**src/rtl/bsg_dff_rr_share_ctrl_pkg.sv**
```systemverilog
// Shared sizing helpers for round-robin shared-register controllers.
// Bank-level wrappers use these so tag widths and reset pointers agree.
package bsg_dff_share_pkg;

  function automatic int tag_width(input int els);
    return (els > 2) ? $clog2(els) : 1;
  endfunction

  function automatic int rst_last(input int els);
    return els - 1;
  endfunction

endpackage

```
**src/rtl/bsg_dff_rr_share_ctrl_if.sv**
```systemverilog
// Requester/consumer handshake bundle of the shared-register controller.
// Signal names are from the controller's point of view.
interface bsg_dff_rr_share_ctrl_if
  import bsg_dff_share_pkg::*;
#(
  parameter int els_p   = 4,
  parameter int width_p = 3,
  parameter int tag_w_p = tag_width(els_p)
) ();

  logic [els_p-1:0]         v_i;
  logic [els_p*width_p-1:0] data_i;
  logic [els_p-1:0]         yumi_o;
  logic                     v_o;
  logic [width_p-1:0]       data_o;
  logic [tag_w_p-1:0]       tag_o;
  logic                     yumi_i;

  modport slave (
    input  v_i, data_i, yumi_i,
    output yumi_o, v_o, data_o, tag_o
  );

  modport master (
    output v_i, data_i, yumi_i,
    input  yumi_o, v_o, data_o, tag_o
  );

endinterface

```
**src/rtl/bsg_dff_rr_share_ctrl_arb.sv**
```systemverilog
// Combinational round-robin pick: first valid requester after last_i,
// searched in rotated order and priority encoded.
module bsg_rr_share_arb #(
  parameter int els_p   = 4,
  parameter int tag_w_p = 2
) (
  input  logic [els_p-1:0]   v_i,
  input  logic [tag_w_p-1:0] last_i,
  output logic [els_p-1:0]   grant_oh_o,
  output logic [tag_w_p-1:0] grant_o,
  output logic               v_any_o
);

  int w_idx;
  int w_sel;

  // Walk from the farthest slot back to the nearest; the nearest hit wins.
  always_comb begin
    w_sel      = 0;
    w_idx      = 0;
    grant_oh_o = '0;
    for (int j = els_p - 1; j >= 0; j--) begin
      w_idx = int'(last_i) + 1 + j;
      if (w_idx >= els_p) w_idx = w_idx - els_p;
      if (v_i[w_idx]) w_sel = w_idx;
    end
    v_any_o = |v_i;
    grant_o = tag_w_p'(w_sel);
    if (v_any_o) grant_oh_o[w_sel] = 1'b1;
  end

endmodule

```
**src/rtl/bsg_dff_rr_share_ctrl.sv**
```systemverilog
// Round-robin controller that lets several requesters take turns
// loading one shared registered bus of data plus source tag.
module bsg_dff_rr_share_ctrl
  import bsg_dff_share_pkg::*;
#(
  parameter int els_p    = 4,
  parameter int width_p  = 3,
  parameter int harden_p = 1
) (
  input logic                     clk_i,
  input logic                     reset_i,
  bsg_dff_rr_share_ctrl_if.slave  io
);

  localparam int tag_w_lp = tag_width(els_p);
  localparam logic [tag_w_lp-1:0] rst_last_lp = tag_w_lp'(rst_last(els_p));

  logic                r_full;
  logic [tag_w_lp-1:0] r_last;
  logic [tag_w_lp-1:0] r_tag;
  logic [width_p-1:0]  r_data;

  logic [els_p-1:0]    w_oh;
  logic [tag_w_lp-1:0] w_g;
  logic                w_v_any;
  logic                w_load;
  logic                w_deq;
  logic [width_p-1:0]  w_sel;
  logic [width_p-1:0]  w_data_n;

  bsg_rr_share_arb #(
    .els_p   (els_p),
    .tag_w_p (tag_w_lp)
  ) arb (
    .v_i        (io.v_i),
    .last_i     (r_last),
    .grant_oh_o (w_oh),
    .grant_o    (w_g),
    .v_any_o    (w_v_any)
  );

  // Load when someone asks and the slot is empty or draining now.
  always_comb begin
    w_load   = ~reset_i & w_v_any & (~r_full | io.yumi_i);
    w_deq    = io.yumi_i & r_full;
    w_sel    = io.data_i[int'(w_g)*width_p +: width_p];
    w_data_n = reset_i ? '0 : (w_load ? w_sel : r_data);
  end

  assign io.yumi_o = w_load ? w_oh : '0;
  assign io.v_o    = r_full;
  assign io.data_o = r_data;
  assign io.tag_o  = r_tag;

  // Control state: occupancy, source tag and round-robin pointer.
  always_ff @(posedge clk_i) begin
    if (reset_i) begin
      r_full <= 1'b0;
      r_last <= rst_last_lp;
      r_tag  <= '0;
    end else if (w_load) begin
      r_full <= 1'b1;
      r_last <= w_g;
      r_tag  <= w_g;
    end else if (w_deq) begin
      r_full <= 1'b0;
    end
  end

  if (harden_p != 0) begin : g_hard
    // Plain D flops fed by the next-value mux, mapping onto hard cells.
    always_ff @(posedge clk_i) begin
      r_data <= w_data_n;
    end
  end else begin : g_soft
    // Enable-style payload register.
    always_ff @(posedge clk_i) begin
      if (reset_i) r_data <= '0;
      else if (w_load) r_data <= w_sel;
    end
  end

endmodule

```
**src/flat_wrapper.sv**
```systemverilog
// flat-port wrapper written by rule: the top's interface ports become plain ports
module bsg_dff_rr_share_ctrl_flat import bsg_dff_share_pkg::*;
#(
  parameter int els_p    = 4,
  parameter int width_p  = 3,
  parameter int harden_p = 1
)
  (clk_i, reset_i, io_v_i, io_data_i, io_yumi_i, io_yumi_o, io_v_o, io_data_o, io_tag_o);
  bsg_dff_rr_share_ctrl_if #(.els_p(els_p), .width_p(width_p)) io_i ();
  input logic clk_i;
  input logic reset_i;
  input wire logic [$bits(io_i.v_i)-1:0] io_v_i;
  input wire logic [$bits(io_i.data_i)-1:0] io_data_i;
  input wire logic [$bits(io_i.yumi_i)-1:0] io_yumi_i;
  output wire logic [$bits(io_i.yumi_o)-1:0] io_yumi_o;
  output wire logic [$bits(io_i.v_o)-1:0] io_v_o;
  output wire logic [$bits(io_i.data_o)-1:0] io_data_o;
  output wire logic [$bits(io_i.tag_o)-1:0] io_tag_o;
  assign io_i.v_i = io_v_i;
  assign io_i.data_i = io_data_i;
  assign io_i.yumi_i = io_yumi_i;
  assign io_yumi_o = io_i.yumi_o;
  assign io_v_o = io_i.v_o;
  assign io_data_o = io_i.data_o;
  assign io_tag_o = io_i.tag_o;
  bsg_dff_rr_share_ctrl #(.els_p(els_p), .width_p(width_p), .harden_p(harden_p)) u_core (.clk_i(clk_i), .reset_i(reset_i), .io(io_i));
endmodule
```
**config.mk**
```make
export PLATFORM = sky130hd
export DESIGN_NAME = bsg_dff_rr_share_ctrl_flat
export DESIGN_NICKNAME = d
export VERILOG_FILES = /design/src/rtl/bsg_dff_rr_share_ctrl_pkg.sv /design/src/rtl/bsg_dff_rr_share_ctrl_if.sv /design/src/rtl/bsg_dff_rr_share_ctrl_arb.sv /design/src/rtl/bsg_dff_rr_share_ctrl.sv /design/src/flat_wrapper.sv
export SDC_FILE = /design/constraint.sdc
export NUM_CORES = 1
export LEC_CHECK = 0
export CAP_MARGIN = 30
export CORE_MARGIN = 5
export CORE_UTILIZATION = 41
export CTS_BUF_LIST = sky130_fd_sc_hd__clkbuf_8
export DETAILED_ROUTE_END_ITERATION = 10
export GPL_TIMING_DRIVEN = 0
export PLACE_DENSITY = 0.77
export SLEW_MARGIN = 15
export SYNTH_ARGS = -nofsm -noshare
export SYNTH_HDL_FRONTEND = slang
export SYNTH_SLANG_ARGS = --single-unit
```
**constraint.sdc**
```tcl
create_clock -name clk_i -period 2.5 [get_ports clk_i]
set_input_delay 0.5 -clock clk_i [delete_from_list [all_inputs] [get_ports clk_i]]
set_output_delay 0.5 -clock clk_i [all_outputs]
set_load 0.1 [all_outputs]
```
## After elaboration in Yosys (flattened, before gate mapping)

Index checks and enable logic that the tools add are counted.

| storage, ports and cells | value |
|---|---|
| output and inout port bits | 10 |
| flip-flop bits (word level) | 8 |
| input bits | 19 |

| cells by class | value |
|---|---|
| multiply operators | 1 |
| add/sub/neg operators | 8 |
| shift operators | 1 |
| mux-type cells | 26 |
| magnitude comparators | 10 |
| bitwise operators | 6 |
| reduce and logical (&&, ||, !) cells | 3 |

Operators by type and width:

| cell | number |
|---|---|
| two-way mux 32 bit | 8 |
| less-than comparator 32 x 4 -> 1 bit, second input constant | 5 |
| greater-or-equal comparator 32 x 4 -> 1 bit, second input constant | 3 |
| subtractor 32 x 4 -> 32 bit, second input constant | 3 |
| adder 32 x 3 -> 32 bit, second input constant | 2 |
| adder 32 x 2 -> 32 bit, second input constant | 1 |
| greater-or-equal comparator 32 x 1 -> 1 bit, second input constant | 1 |
| variable part select 12 x 32 -> 3 bit | 1 |
| two-way mux 1 bit | 11 |
| binary-select mux 1 bit (select 2 bit) | 4 |
| two-way mux 4 bit | 2 |
| multiplier 2 x 2 -> 4 bit, second input constant | 1 |
| OR reduction 4 bit | 1 |
| subtractor 3 x 3 -> 4 bit, second input constant | 1 |
| adder 2 x 1 -> 3 bit, second input constant | 1 |
| AND 1 bit | 3 |
| greater-or-equal comparator 3 bit, second input constant | 1 |
| demux 1 bit (select 2 bit) | 1 |
| inverter 1 bit | 2 |
| nonzero test 2 bit | 1 |
| logical AND 1 bit | 1 |
| OR 1 bit | 1 |

## Longest topological paths before layout

| depth | value |
|---|---|
| depth in word-level cells | 17 |
| gate-level depth with buffers | 9 |
| gate-level depth less buffers | 8 |

## Hierarchy

Synthesis repeated with hierarchy kept, for this count alone.

| second synthesis, totals | value |
|---|---|
| cells, all modules | 110 |
| area, all modules | 862.1 um^2 |

By module, submodules not included:

| module | cells each | area an instance (um^2) | instances |
|---|---|---|---|
| bsg_rr_share_arb | 70 | 467.9 | 1 |
| bsg_dff_rr_share_ctrl | 40 | 394.1 | 1 |

## Least setup slack after synthesis

Ideal clock, no wire load.

| timing | value |
|---|---|
| kind | reg2out |
| start point | register u_core.r_last[0] |
| end point | output io_yumi_o[0] |
| slack | -2.556 ns |
| path buffers | 1 |
| cell stages (with the launch flop) | 8 |
| arrival time | 4.556 ns |
| data required time | 2.000 ns |
| path through | dfxtp_1 > buf_6 > inv_2 > ha_1 > or3b_1 > o221ai_4 > nand2_2 > nor4_1 |

| between the ends | value |
|---|---|
| word-level cells in the longest chain between the ends | 17 |
| elaborated cells on any way between the ends | 39 |
| classes of those cells | add/sub: 8; order compare: 6; mux: 24; reduce/logical: 1 |

Ends and longest elaborated chain:

| what | RTL line | text |
|---|---|---|
| from (decl) | bsg_dff_rr_share_ctrl.sv:19 | `logic [tag_w_lp-1:0] r_last;` |
| from (signal assigned) | bsg_dff_rr_share_ctrl.sv:59 | `r_last <= rst_last_lp;` |
| from (signal assigned) | bsg_dff_rr_share_ctrl.sv:63 | `r_last <= w_g;` |
| adder 2 x 1 -> 3 bit (*) | bsg_dff_rr_share_ctrl_arb.sv:23 | `w_idx = int'(last_i) + 1 + j;` |
| adder 32 x 3 -> 32 bit | bsg_dff_rr_share_ctrl_arb.sv:23 |  |
| subtractor 32 x 4 -> 32 bit or greater-or-equal comparator 32 x 4 -> 1 bit (tied branches) | bsg_dff_rr_share_ctrl_arb.sv:24 | `if (w_idx >= els_p) w_idx = w_idx - els_p;` |
| two-way mux 32 bit | bsg_dff_rr_share_ctrl_arb.sv:24 |  |
| binary-select mux 1 bit (select 2 bit) | bsg_dff_rr_share_ctrl_arb.sv:25 | `if (v_i[w_idx]) w_sel = w_idx;` |
| two-way mux 1 bit (implied by the code) (2 in a row) | bsg_dff_rr_share_ctrl_arb.sv:25 |  |
| two-way mux 32 bit (3 in a row) | bsg_dff_rr_share_ctrl_arb.sv:25 |  |
| two-way mux 32 bit (*) | bsg_dff_rr_share_ctrl_arb.sv:25 |  |
| greater-or-equal comparator 32 x 1 -> 1 bit (implied by the code) or less-than comparator 32 x 4 -> 1 bit (tied branches) | bsg_dff_rr_share_ctrl_arb.sv:29 | `if (v_any_o) grant_oh_o[w_sel] = 1'b1;` |
| logical AND 1 bit (implied by the code) | bsg_dff_rr_share_ctrl_arb.sv:29 |  |
| two-way mux 1 bit (implied by the code) | bsg_dff_rr_share_ctrl_arb.sv:29 |  |
| demux 1 bit (select 2 bit) (*) | bsg_dff_rr_share_ctrl_arb.sv:29 |  |
| two-way mux 4 bit (*) | bsg_dff_rr_share_ctrl_arb.sv:29 |  |
| two-way mux 4 bit (*) | bsg_dff_rr_share_ctrl.sv:50 | `assign io.yumi_o = w_load ? w_oh : '0;` |
| to (decl) | flat_wrapper.sv:15 | `output wire logic [$bits(io_i.yumi_o)-1:0] io_yumi_o;` |

Mark *: on every way between the ends. The rest lies on a longest branch, timed or not. The select of a mux whose other input is x is not followed.

## Final worst setup path

| timing | value |
|---|---|
| start point | input io_v_i[3] |
| end point | output io_yumi_o[2] |

| between the ends | value |
|---|---|
| word-level cells in the longest chain between the ends | 13 |
| elaborated cells on any way between the ends | 26 |
| classes of those cells | order compare: 2; mux: 20; bitwise: 2; reduce/logical: 2 |

Ends and longest elaborated chain:

| what | RTL line | text |
|---|---|---|
| from (decl) | flat_wrapper.sv:12 | `input wire logic [$bits(io_i.v_i)-1:0] io_v_i;` |
| binary-select mux 1 bit (select 2 bit) | bsg_dff_rr_share_ctrl_arb.sv:25 |  |
| two-way mux 1 bit (implied by the code) (2 in a row) | bsg_dff_rr_share_ctrl_arb.sv:25 |  |
| two-way mux 32 bit (4 in a row) | bsg_dff_rr_share_ctrl_arb.sv:25 |  |
| greater-or-equal comparator 32 x 1 -> 1 bit (implied by the code) or less-than comparator 32 x 4 -> 1 bit (tied branches) | bsg_dff_rr_share_ctrl_arb.sv:29 |  |
| logical AND 1 bit (implied by the code) | bsg_dff_rr_share_ctrl_arb.sv:29 |  |
| two-way mux 1 bit (implied by the code) | bsg_dff_rr_share_ctrl_arb.sv:29 |  |
| demux 1 bit (select 2 bit) | bsg_dff_rr_share_ctrl_arb.sv:29 |  |
| two-way mux 4 bit | bsg_dff_rr_share_ctrl_arb.sv:29 |  |
| two-way mux 4 bit (*) | bsg_dff_rr_share_ctrl.sv:50 |  |

Marked as above.

==> flow_summary.json <==
{
  "yosysSeqAreaShare_pct": 20.0,
  "synth_edf_count": 0,
  "cellPowerDensity_nw_per_um2": 766,
  "syn-num-nets": 118,
  "final_cell_count_no_fill": 168,
  "drt_first_pass_iters": 4,
  "die-width_um": 54.2,
  "fin_skew_ns": 0.00234,
  "core_area_sq_um": 1900,
  "ctsHoldBuffers": 0,
  "clk_pin_slew_ns": 0.04,
  "syn-instance-count": 94,
  "clk_latency_ns": 0.23,
  "ir_drop_mv": 0.423,
  "synth_area_leaders": "dfxtp_1 (20%), ha_1 (7.8%), mux2i_1 (7.5%)",
  "p_int_uw": 616,
  "cts_tree": "done",
  "hold_slack_ns": 0.464,
  "n_antenna_cell": 0,
  "rows": 16,
  "power_frac_comb_pct": 72.1,
  "p_leak_nw": 0.607,
  "drt_iter0_markers": 55,
  "layout_min_cycle_time_ns": 2.94,
  "switching_share_pct": 47.0,
  "slew_headroom_pct": 33.6,
  "failed_checks": "negative setup slack",
  "busiest_layer": "met2",
  "holdCritPathClass": "reg2reg",
  "cts_sinks": 8,
  "grt.met2_usage_pct": 30.1,
  "crit_path_max_fanout": 9,
  "ys_async_sr_fraction_pct": 0,
  "worst_pin_slew_ns": 0.992,
  "finalWorstSetupSlack_ns": -0.441,
  "hpwlAfterDp_mm": 1.61,
  "syn-cell-area_sq_um": 800,
  "synth_area_leader_cell": "dfxtp_1",
  "yosys_register_bits": 8,
  "synth_compound_area_share_pct": 25.0,
  "place.gp.congestion": 0.732,
  "fin_crit_sh_pct": 118,
  "ant_nets": 0,
  "final_cell_area_sq_um": 1520,
  "p_sw_uw": 547,
  "crit_path_cell_trace": "clkdlybuf4s50_1, buf_6, nor3b_2, o21ai_1, a211o_1, a21oi_4, nor4_4, buf_6",
  "cap_violations": 0,
  "dpl.cell_count": 147,
  "yosys.area_share.simple_pct": 24.6,
  "synth-adder-area-share_pct": 7.82,
  "synth.mux.area_fraction_pct": 13.1,
  "grt_pass1_wl_mm": 3.87,
  "via_per_inst": 5.64,
  "start_kind": "primary input",
  "r2r_slack_ns": 0.23,
  "crit_path_frequent_cell": "buf_6",
  "htreeDepth": 1,
  "synth_top_family_by_area": "compound AO/OA/AOI/OAI gates",
  "grt_pass1_vias": 850,
  "met3_usage_pct": 4.43,
  "met1_usage_pct": 23.0,
  "finalHoldViolCount": 0,
  "synth_xor_area_share_pct": 0,
  "avgSynthCellArea_sq_um": 8.51,
  "synthToLayoutAreaGrowth_pct": 90.1,
  "overflow": 0,
  "routed-via-count": 948,
  "slowest_stage": "clkdlybuf4s50_1",
  "initial_utilization_pct": 42.0,
  "required_ns": 2.00,
  "drive_gt1_share_pct": 42.6,
  "post_drt_wl_per_cell_um": 17.2,
  "status": "finished with violations",
  "fmax_mhz": 340,
  "arrival_ns": 2.44,
  "crit_type": "in2out",
  "power_frac_seq_pct": 14.2,
  "drcViolationCount": 0,
  "cts_made_buffers": 3,
  "grt_setup_unrepaired": "yes",
  "slew_violations": 0,
  "total_power_mw": 1.16,
  "antenna_found_initial": 0,
  "cts.path.max_buffers": 2,
  "die-area_sq_um": 2930,
  "nets": 167,
  "grt_start_max_net_pins": 11,
  "synth_top_area_share_pct": 20.0,
  "drt_wl_total_mm": 2.88,
  "pin_count": 29,
  "cp-end-kind": "output port",
  "placed_area_sq_um": 1200,
  "ys_warn_count": 0,
  "ys_types": 38,
  "fp.dieH_um": 54.2,
  "clock-root-buffer": "clkbuf_8",
  "setup_viol": 4,
  "port_buffers": 26,
  "synthFlopType": "dfxtp_1",
  "pwr-share-clk_pct": 13.7,
  "cp_slowest_stage_delay_ns": 0.50,
  "grtUsageTotal_pct": 18.2
}
## layer usage
layer | part of all wire, % | vias to the layer above
met3 | 5.6 | 8
met4 | 2.5 | 0
met1 | 39 | 450
li1 | - | 448
met2 | 53 | 42
met5 | 0 | -
## synth_stat cells, types with 2 or more instances
cell / number
a21oi_1: 6
a31oi_1: 3
buf_4: 4
buf_6: 2
dfxtp_1: 8
ha_1: 5
inv_1: 5
mux2_4: 3
mux2i_1: 6
nand2_1: 6
nand2b_1: 5
nand3b_1: 3
nor3b_1: 4
nor4_1: 4
o21ai_0: 3
o21ai_1: 4
o22ai_1: 2
## critical path: cells and delay by family
family / cells / cell delay (ns)
AOI/OAI and AO/OA: 3 / 0.69
and+or+nand+nor: 2 / 0.35
buffers and inverters: 3 / 0.89
## cells in the final DEF (no fill, tap or decap), drive strengths merged, types with 4 or more instances in the layout
| master | synthesis | routed |
|---|---|---|
| a21oi | 6 | 6 |
| buf | 6 | 28 |
| clkdlybuf4s50 | 0 | 20 |
| dfxtp | 8 | 8 |
| ha | 5 | 5 |
| inv | 6 | 6 |
| mux2i | 6 | 6 |
| nand2 | 7 | 7 |
| nand2b | 5 | 5 |
| nor3b | 4 | 4 |
| nor4 | 4 | 4 |
| o21ai | 7 | 7 |
## sequential cells by signal (all words and copies together) (netlist names)
| signal | count |
|---|---|
| u_core.io.tag_o | 2 |
| u_core.io.data_o | 3 |
| u_core.r_last | 2 |
| u_core.io.v_o | 1 |
## final timing paths
kind / start / depth (start not counted) / end
setup reg to reg: u_core.r_last[0] / 10 / u_core.io.data_o[0]
setup / recovery: io_v_i[3] / 8 / io_yumi_o[2]
hold reg to reg: u_core.io.tag_o[1] / 2 / u_core.io.tag_o[1]
hold / removal: u_core.io.tag_o[1] / 2 / u_core.io.tag_o[1]
## final cells by class
class | count | area [sq um]
buffer | 6 | 60.1
clock buffer | 3 | 41.3
fill | 107 | 382
inverter | 6 | 30.0
multi-input combinational | 74 | 772
sequential | 8 | 163
tap | 27 | 33.8
timing repair buffer | 44 | 420
## metrics by stage
step	TNS, ns	setup slack, ns	utilization (%)
6_report	-1.59	-0.441	79.9
5_1_grt	-1.75	-0.458	79.9
4_1_cts	-1.08	-0.308	74.0
3_5_place_dp	-5.27	-1.36	63.0
3_3_place_gp	-5.26	-1.35	63.0
2_1_floorplan	-1.94	-0.561	-
## power groups by stage
stage	clock [mW]	sequential (mW)	combinational, mW
3_3_place_gp	0	0.166	0.598
2_1_floorplan	0	0.283	0.369
3_5_place_dp	0	0.169	0.607
4_1_cts	0.160	0.166	0.731
6_report	0.159	0.166	0.838
5_1_grt	0.168	0.167	0.879
## timing repair
| item | 4_1_cts | 5_1_grt |
|---|---|---|
| gates cloned | 1 | 0 |
| pin swaps | 5 | 6 |
| resized for setup | 43 | 12 |
| buffers inserted | 11 | 7 |
| endpoints found under the setup margin | 4 | 4 |
## logic make-up (layout without fill, tap and decap cells)
group                      after synthesis  after routing
adders and majority gates                5              5
and+or+nand+nor                         32             32
muxes                                    9              9
AOI/OAI and AO/OA                       28             28
DFF                                      8              8
buffers and inverters                   12             59
Note: power is estimated with default switching activity, not from simulation.
